File: config.mk
export PLATFORM = sky130hd
export DESIGN_NAME = mem_ctrl
export DESIGN_NICKNAME = d
export VERILOG_FILES = /design/src/rtl/mem_ctrl.sv
export SDC_FILE = /design/constraint.sdc
export NUM_CORES = 1
export LEC_CHECK = 0
export BUFFER_PORTS_ARGS = -buffer_cell sky130_fd_sc_hd__buf_2
export CORE_MARGIN = 10
export CORE_UTILIZATION = 50
export DETAILED_ROUTE_END_ITERATION = 6
export PLACE_DENSITY = 0.79
export REMOVE_ABC_BUFFERS = 1
export SLEW_MARGIN = 20
export SYNTH_ARGS = -nofsm -noshare
export SYNTH_HDL_FRONTEND = slang
export SYNTH_SLANG_ARGS = --single-unit
File: constraint.sdc
create_clock -name clk -period 10.1 [get_ports clk]
set_input_delay 2.02 -clock clk [delete_from_list [all_inputs] [get_ports clk]]
set_output_delay 2.02 -clock clk [all_outputs]
set_load 0.01 [all_outputs]
File: src/rtl/mem_ctrl.sv
// rtl/mem_ctrl.sv - byte-wide RAM/IO bus master arbitrating instruction fetch and load/store buffer
module mem_ctrl #(
    parameter logic [1:0] IO_ADDR_HI = 2'b11
) (
    input  logic        clk,
    input  logic        rst,
    input  logic        rdy,
    input  logic        rollback_signal,
    input  logic [7:0]  mem_din,
    output logic [7:0]  mem_dout,
    output logic [31:0] mem_a,
    output logic        mem_wr,
    input  logic        io_buffer_full,
    input  logic        ena_from_if,
    input  logic [31:0] addr_from_if,
    output logic        rdy_to_if,
    output logic [31:0] inst_to_if,
    input  logic        ena_from_lsb,
    input  logic        wr_from_lsb,
    input  logic [31:0] addr_from_lsb,
    input  logic [2:0]  len_from_lsb,
    input  logic [31:0] data_from_lsb,
    output logic        rdy_to_lsb,
    output logic [7:0]  data_to_lsb
);

    typedef enum logic [1:0] {IDLE, IF_RD, LSB_RD, LSB_WR} state_t;

    state_t      state_q, state_d;
    logic [31:0] base_q, base_d;
    logic [2:0]  len_q, len_d;
    logic [31:0] word_q, word_d;
    logic [2:0]  issue_q, issue_d;     // bytes whose address has been put on the bus
    logic [2:0]  recv_q, recv_d;       // read bytes already captured
    logic        drive_q, drive_d;     // mem_a this cycle is a live read
    logic        rd_v_q, rd_v_d;       // mem_din this cycle belongs to the transfer
    logic [23:0] inst_buf_q, inst_buf_d;
    logic [31:0] mem_a_q, mem_a_d;
    logic [7:0]  mem_dout_q, mem_dout_d;
    logic        mem_wr_q, mem_wr_d;
    logic        rdy_to_if_q, rdy_to_if_d;
    logic [31:0] inst_q, inst_d;
    logic        rdy_to_lsb_q, rdy_to_lsb_d;
    logic [7:0]  data_to_lsb_q, data_to_lsb_d;

    logic        wr_step;
    logic [31:0] wr_base;
    logic [31:0] wr_word;
    logic [2:0]  wr_issue;
    logic [31:0] wr_addr;
    logic [31:0] wr_shift;
    logic [2:0]  lsb_len;

    assign lsb_len = (len_from_lsb == 3'd0) ? 3'd1 : len_from_lsb;

    // Next-state and next-output computation; every output comes straight from a register
    always_comb begin
        state_d       = state_q;
        base_d        = base_q;
        len_d         = len_q;
        word_d        = word_q;
        issue_d       = issue_q;
        recv_d        = recv_q;
        drive_d       = drive_q;
        rd_v_d        = rd_v_q;
        inst_buf_d    = inst_buf_q;
        mem_a_d       = mem_a_q;
        mem_dout_d    = mem_dout_q;
        mem_wr_d      = 1'b0;
        rdy_to_if_d   = 1'b0;
        inst_d        = inst_q;
        rdy_to_lsb_d  = 1'b0;
        data_to_lsb_d = data_to_lsb_q;
        wr_step       = 1'b0;
        wr_base       = base_q;
        wr_word       = word_q;
        wr_issue      = issue_q;
        wr_addr       = 32'd0;
        wr_shift      = 32'd0;

        case (state_q)
            IDLE: begin
                drive_d = 1'b0;
                rd_v_d  = 1'b0;
                // A pulse cycle is the requester's drop edge, so its ena is stale
                if (!(rdy_to_if_q || rdy_to_lsb_q)) begin
                    if (ena_from_lsb && wr_from_lsb) begin
                        // A store is already committed, so a rollback does not cancel it
                        base_d   = addr_from_lsb;
                        len_d    = lsb_len;
                        word_d   = data_from_lsb;
                        issue_d  = 3'd0;
                        recv_d   = 3'd0;
                        state_d  = LSB_WR;
                        wr_step  = 1'b1;
                        wr_base  = addr_from_lsb;
                        wr_word  = data_from_lsb;
                        wr_issue = 3'd0;
                    end else if (!rollback_signal && (ena_from_lsb || ena_from_if)) begin
                        base_d  = ena_from_lsb ? addr_from_lsb : addr_from_if;
                        len_d   = ena_from_lsb ? lsb_len : 3'd4;
                        state_d = ena_from_lsb ? LSB_RD : IF_RD;
                        mem_a_d = base_d;
                        issue_d = 3'd1;
                        recv_d  = 3'd0;
                        drive_d = 1'b1;
                    end
                end
            end
            IF_RD, LSB_RD: begin
                if (rollback_signal) begin
                    state_d = IDLE;
                    drive_d = 1'b0;
                    rd_v_d  = 1'b0;
                end else begin
                    if (issue_q < len_q) begin
                        mem_a_d = base_q + {29'd0, issue_q};
                        issue_d = issue_q + 3'd1;
                        drive_d = 1'b1;
                    end else begin
                        drive_d = 1'b0;
                    end
                    rd_v_d = drive_q;
                    if (rd_v_q) begin
                        recv_d     = recv_q + 3'd1;
                        inst_buf_d = {mem_din, inst_buf_q[23:8]};
                        if (state_q == LSB_RD) begin
                            data_to_lsb_d = mem_din;
                            rdy_to_lsb_d  = 1'b1;
                        end
                        if (recv_d == len_q) begin
                            state_d = IDLE;
                            if (state_q == IF_RD) begin
                                inst_d      = {mem_din, inst_buf_q};
                                rdy_to_if_d = 1'b1;
                            end
                        end
                    end
                end
            end
            LSB_WR: begin
                if (issue_q < len_q) begin
                    wr_step = 1'b1;
                end else begin
                    rdy_to_lsb_d = 1'b1;
                    state_d      = IDLE;
                end
            end
            default: state_d = IDLE;
        endcase

        // One store byte per cycle, held back while the IO buffer cannot take it
        if (wr_step) begin
            wr_addr = wr_base + {29'd0, wr_issue};
            if (!((wr_addr[17:16] == IO_ADDR_HI) && io_buffer_full)) begin
                wr_shift   = wr_word >> {wr_issue, 3'b000};
                mem_a_d    = wr_addr;
                mem_dout_d = wr_shift[7:0];
                mem_wr_d   = 1'b1;
                issue_d    = wr_issue + 3'd1;
            end
        end
    end

    // State register; rdy low freezes everything in step with the RAM
    always_ff @(posedge clk) begin
        if (rst) begin
            state_q       <= IDLE;
            base_q        <= 32'd0;
            len_q         <= 3'd0;
            word_q        <= 32'd0;
            issue_q       <= 3'd0;
            recv_q        <= 3'd0;
            drive_q       <= 1'b0;
            rd_v_q        <= 1'b0;
            inst_buf_q    <= 24'd0;
            mem_a_q       <= 32'd0;
            mem_dout_q    <= 8'd0;
            mem_wr_q      <= 1'b0;
            rdy_to_if_q   <= 1'b0;
            inst_q        <= 32'd0;
            rdy_to_lsb_q  <= 1'b0;
            data_to_lsb_q <= 8'd0;
        end else if (rdy) begin
            state_q       <= state_d;
            base_q        <= base_d;
            len_q         <= len_d;
            word_q        <= word_d;
            issue_q       <= issue_d;
            recv_q        <= recv_d;
            drive_q       <= drive_d;
            rd_v_q        <= rd_v_d;
            inst_buf_q    <= inst_buf_d;
            mem_a_q       <= mem_a_d;
            mem_dout_q    <= mem_dout_d;
            mem_wr_q      <= mem_wr_d;
            rdy_to_if_q   <= rdy_to_if_d;
            inst_q        <= inst_d;
            rdy_to_lsb_q  <= rdy_to_lsb_d;
            data_to_lsb_q <= data_to_lsb_d;
        end
    end

    assign mem_a       = mem_a_q;
    assign mem_dout    = mem_dout_q;
    assign mem_wr      = mem_wr_q;
    assign rdy_to_if   = rdy_to_if_q;
    assign inst_to_if  = inst_q;
    assign rdy_to_lsb  = rdy_to_lsb_q;
    assign data_to_lsb = data_to_lsb_q;

endmodule

==> run_summary.xml <==
<?xml version="1.0" encoding="UTF-8"?>
<metrics>
  <group name="status">
    <metric name="status" unit="">finished, violations left</metric>
    <metric name="violations_in_the_final_reports" unit="">design-rule violations</metric>
  </group>
  <group name="sta">
    <metric name="worst-slew-pin-transition" unit="ps">1190</metric>
    <metric name="final.period_utilization" unit="">0.709</metric>
    <metric name="post-route-min-period" unit="ps">7160</metric>
    <metric name="report.final.slew_viol_count" unit="">0</metric>
    <metric name="max-slew-margin-rel" unit="">0.201</metric>
    <metric name="setup_total_negative_slack" unit="ps">0</metric>
    <metric name="finalHoldViolCount" unit="">0</metric>
    <metric name="setup_ws" unit="ps">2940</metric>
    <metric name="fmaxAchievable" unit="MHz">140</metric>
    <metric name="setup_repair_after_global_routing_missed_its_margin" unit="">no</metric>
    <metric name="count_of_final_setup_violators" unit="">0</metric>
    <metric name="clock-skew-final" unit="ps">15.8</metric>
  </group>
  <group name="floorplan">
    <metric name="core-area" unit="mm2">0.0203</metric>
    <metric name="die-width" unit="um">164</metric>
    <metric name="initial_core_util" unit="">0.508</metric>
    <metric name="io-pin-count" unit="">198</metric>
    <metric name="floorplan.die.height" unit="um">164</metric>
    <metric name="design.die.area" unit="mm2">0.0268</metric>
    <metric name="placement_rows" unit="">52</metric>
  </group>
  <group name="power">
    <metric name="vdd.ir_drop.worst" unit="uV">120</metric>
    <metric name="leakage" unit="nW">4.60</metric>
    <metric name="pwr_density_cell" unit="mW/mm2">151</metric>
  </group>
  <group name="synth">
    <metric name="synth_top_cells_by_area" unit="">sky130_fd_sc_hd__dfxtp_1 36%, sky130_fd_sc_hd__mux2i_1 9.1%, sky130_fd_sc_hd__nand2_1 7.3%</metric>
    <metric name="synth_async_sr_flop_share" unit="">0</metric>
    <metric name="synth.cells.most_frequent" unit="">200 x sky130_fd_sc_hd__nand2_1, 184 x sky130_fd_sc_hd__dfxtp_1, 137 x sky130_fd_sc_hd__nor2_1</metric>
    <metric name="synth_enable_flop_cells" unit="">0</metric>
    <metric name="synthFlopType" unit="">sky130_fd_sc_hd__dfxtp_1</metric>
    <metric name="ys_seq_area_frac" unit="">0.357</metric>
    <metric name="synth_area_leader_cell" unit="">sky130_fd_sc_hd__dfxtp_1</metric>
    <metric name="post_synth_instance_area" unit="mm2">0.0103</metric>
    <metric name="syn-mean-instance-area" unit="um2">8.13</metric>
    <metric name="netlist-cell-type-count" unit="">79</metric>
    <metric name="synthMostInstantiatedCell" unit="">sky130_fd_sc_hd__nand2_1</metric>
    <metric name="yosys_warnings" unit="">0</metric>
    <metric name="synth_top_area_frac" unit="">0.357</metric>
    <metric name="ys_ff_latch" unit="">184</metric>
    <metric name="syn-instance-count" unit="">1269</metric>
  </group>
  <group name="global_route">
    <metric name="total_grt_usage" unit="">0.234</metric>
    <metric name="grt_antenna_before_repair" unit="">1</metric>
    <metric name="first_global_vias" unit="">9800</metric>
    <metric name="wire_length_of_the_first_global_routing_pass" unit="um">51100</metric>
    <metric name="sum_of_overflow_across_all_layers_after_global_routing" unit="">0</metric>
    <metric name="grt_start_max_net_pins" unit="">71</metric>
  </group>
  <group name="cts">
    <metric name="cts.repair_timing.setup_buffer_count" unit="">0</metric>
    <metric name="numClockSinks" unit="">184</metric>
    <metric name="htree_levels" unit="">4</metric>
    <metric name="tritoncts" unit="">done</metric>
    <metric name="clk_latency" unit="ps">440</metric>
    <metric name="clkTransAtPathRegs" unit="ps">80</metric>
    <metric name="clock_path_buffers" unit="">2</metric>
    <metric name="cts-resized-gates" unit="">0</metric>
    <metric name="root_buffer" unit="">sky130_fd_sc_hd__clkbuf_16</metric>
    <metric name="number_of_buffers_inserted_during_clock_tree_synthesis" unit="">17</metric>
    <metric name="cts_hold_repair.buffers" unit="">0</metric>
  </group>
  <group name="layout">
    <metric name="final-seq-area" unit="mm2">0.00368</metric>
    <metric name="nFillCells" unit="">1852</metric>
    <metric name="final_cells" unit="">1681</metric>
    <metric name="multiInputGateArea" unit="mm2">0.00619</metric>
    <metric name="layout_cells_sized_above_1" unit="">0.195</metric>
    <metric name="final_standard_cell_area_without_fillers" unit="mm2">0.0120</metric>
    <metric name="areaGrowthSynthToFinish" unit="%">15.9</metric>
    <metric name="final_nets" unit="">1531</metric>
  </group>
  <group name="route">
    <metric name="antenna_violating_nets_post_route" unit="">0</metric>
    <metric name="drtIter0Drc" unit="">984</metric>
    <metric name="avg_wl_per_cell" unit="um">19.2</metric>
    <metric name="route.detailed.drc" unit="">1</metric>
    <metric name="via_per_inst" unit="">5.97</metric>
    <metric name="number_of_search_and_repair_iterations_in_the_first_detailed_routing_pass" unit="">7</metric>
    <metric name="detailroute.via_count" unit="">10000</metric>
    <metric name="drt-total-wl" unit="um">32300</metric>
  </group>
  <group name="min_path">
    <metric name="timing.hold.worst.class" unit="">flip-flop to flip-flop</metric>
    <metric name="worstHoldEndpoint" unit="">word_q[0]</metric>
    <metric name="min-delay-start" unit="">word_q[0]</metric>
    <metric name="whs_path_depth" unit="">2</metric>
  </group>
  <group name="setup_path">
    <metric name="timing.critical_path.fanout_max" unit="">27</metric>
    <metric name="critical_path_depth" unit="">14</metric>
    <metric name="timing.critical_path.cells" unit="">buf_2, and2_1, nand2_1, and2_1, ha_1, fa_1, a21o_1, nand4_1, o32ai_2, xor2_1, nor4b_2, nor2_4, nor3b_2, a221o_1</metric>
    <metric name="timing_worst_setup_path_type" unit="">input port to flip-flop</metric>
    <metric name="critPathRequiredTime" unit="ps">10480</metric>
    <metric name="number_of_cells_on_the_worst_reg_to_reg_path" unit="">15</metric>
    <metric name="worst_r2r_startpoint" unit="">state_q[1]</metric>
    <metric name="timing.critical_path.arrival" unit="ps">7540</metric>
    <metric name="timing.critical_path.buf_inv" unit="">1</metric>
    <metric name="worst_setup_path_start_kind" unit="">input port</metric>
    <metric name="timing.reg2reg.setup_slack" unit="ps">3740</metric>
    <metric name="crit-reg2reg-capture" unit="">mem_a[0]</metric>
    <metric name="kind_of_end_point_of_the_critical_path" unit="">flip-flop</metric>
    <metric name="slowest_delay" unit="ps">1000</metric>
    <metric name="cpLargestDelayFamily" unit="">simple AND/OR/NAND/NOR gates</metric>
    <metric name="crit_top_cell" unit="">sky130_fd_sc_hd__and2_1</metric>
    <metric name="crit_path_top_delay_cell" unit="">sky130_fd_sc_hd__nor3b_2</metric>
  </group>
  <group name="placement">
    <metric name="dp_hpwl" unit="um">22500</metric>
    <metric name="numPlacedInstances" unit="">1648</metric>
    <metric name="gp_routability_congestion" unit="">0.940</metric>
    <metric name="placement.io_buffers" unit="">197</metric>
    <metric name="place_worst_setup_slack" unit="ps">2720</metric>
    <metric name="dpl-instance-area" unit="mm2">0.0113</metric>
  </group>
  <group name="job">
    <metric name="timing.max_cap.violations" unit="">0</metric>
  </group>
</metrics>
==> cell type report <==
class                   count  share of cell area
diodes                      1            0.000209
clock buffers              17              0.0356
clock inverters            15              0.0164
inverters                  15             0.00471
multi-input cells         971               0.517
flip-flops and latches    184               0.308
well taps                 270              0.0282
repair buffers            208              0.0895
==> stage by stage <==
step | utilization | power [mW] | hold WS (ps)
after floorplan | - | 0.997 | 427
after global placement | 0.558 | 1.12 | 440
after detailed placement | 0.558 | 1.13 | 447
after CTS | 0.589 | 1.81 | 458
after global routing | 0.589 | 1.88 | 474
final | 0.589 | 1.81 | 455
==> kinds of logic after synthesis <==
group	synth area share
AOI/OAI and AO/OA	0.189
xor gates and xnor gates	0.0603
adders and majority gates	0.0245
buffers and inverters	0.0456
DFF	0.357
muxes	0.111
and+or+nand+nor	0.213
==> per-layer routing <==
| metal | wire length (um) | global-route usage | vias up |
|---|---|---|---|
| met1 | 13500 | 0.296 | 4714 |
| met5 | 0 | 0.0113 | - |
| met4 | 810 | 0.0800 | 0 |
| met2 | 14700 | 0.373 | 474 |
| met3 | 3230 | 0.0670 | 66 |
| li1 | - | - | 4778 |
==> cells in the final DEF, fill, tap and decap left out, types with 8 or more instances in the layout <==
cell type                   instances
sky130_fd_sc_hd__buf_4             12
sky130_fd_sc_hd__inv_1             14
sky130_fd_sc_hd__clkbuf_16         17
sky130_fd_sc_hd__o211ai_1          11
sky130_fd_sc_hd__and3_1            18
sky130_fd_sc_hd__a22oi_1            9
sky130_fd_sc_hd__dfxtp_1          184
sky130_fd_sc_hd__xor2_1            37
sky130_fd_sc_hd__nand2_1          199
sky130_fd_sc_hd__o22ai_1           18
sky130_fd_sc_hd__nand2b_1           9
sky130_fd_sc_hd__nor2_1           134
sky130_fd_sc_hd__ha_1              17
sky130_fd_sc_hd__nor3_1            15
sky130_fd_sc_hd__o21ai_0           26
sky130_fd_sc_hd__nand3_1           48
sky130_fd_sc_hd__xnor2_1           34
sky130_fd_sc_hd__mux2i_1           94
sky130_fd_sc_hd__mux4_2             8
sky130_fd_sc_hd__buf_2            196
sky130_fd_sc_hd__a21oi_1           96
sky130_fd_sc_hd__nand4_1           17
sky130_fd_sc_hd__a211oi_1          47
sky130_fd_sc_hd__a31oi_1            9
==> worst max-delay path by stage <==
stage / slack [ps] / end / start
final: 2940 / mem_a[0] / ena_from_lsb
after detailed placement: 2720 / mem_a[0] / ena_from_lsb
after floorplan: 3830 / mem_a[13] / wr_from_lsb
after global placement: 2920 / mem_a[0] / ena_from_lsb
after global routing: 2860 / mem_a[0] / ena_from_lsb
after CTS: 3150 / mem_a[0] / ena_from_lsb
==> report_power, final <==
part	total, mW	switching, mW	internal, mW
sequential	0.803	0.0439	0.759
combinational	0.318	0.195	0.123
clock	0.689	0.349	0.340
==> worst min-delay path: cells and delay by family, from the launching register on <==
| kind | cells | cell delay [ps] |
|---|---|---|
| flip-flops | 1 | 310 |
| AND/OR/NAND/NOR | 1 | 50 |
| AO/OA/AOI/OAI | 1 | 50 |
==> sequential cells by signal, indices dropped and copies added (netlist names), 2 cells and up <==
name	count
mem_a	32
issue_q	3
inst_buf_q	24
len_q	3
state_q	2
mem_dout	8
word_q	32
base_q	32
data_to_lsb	8
inst_to_if	32
recv_q	3
No activity file was read; power rests on OpenSTA's default activity.
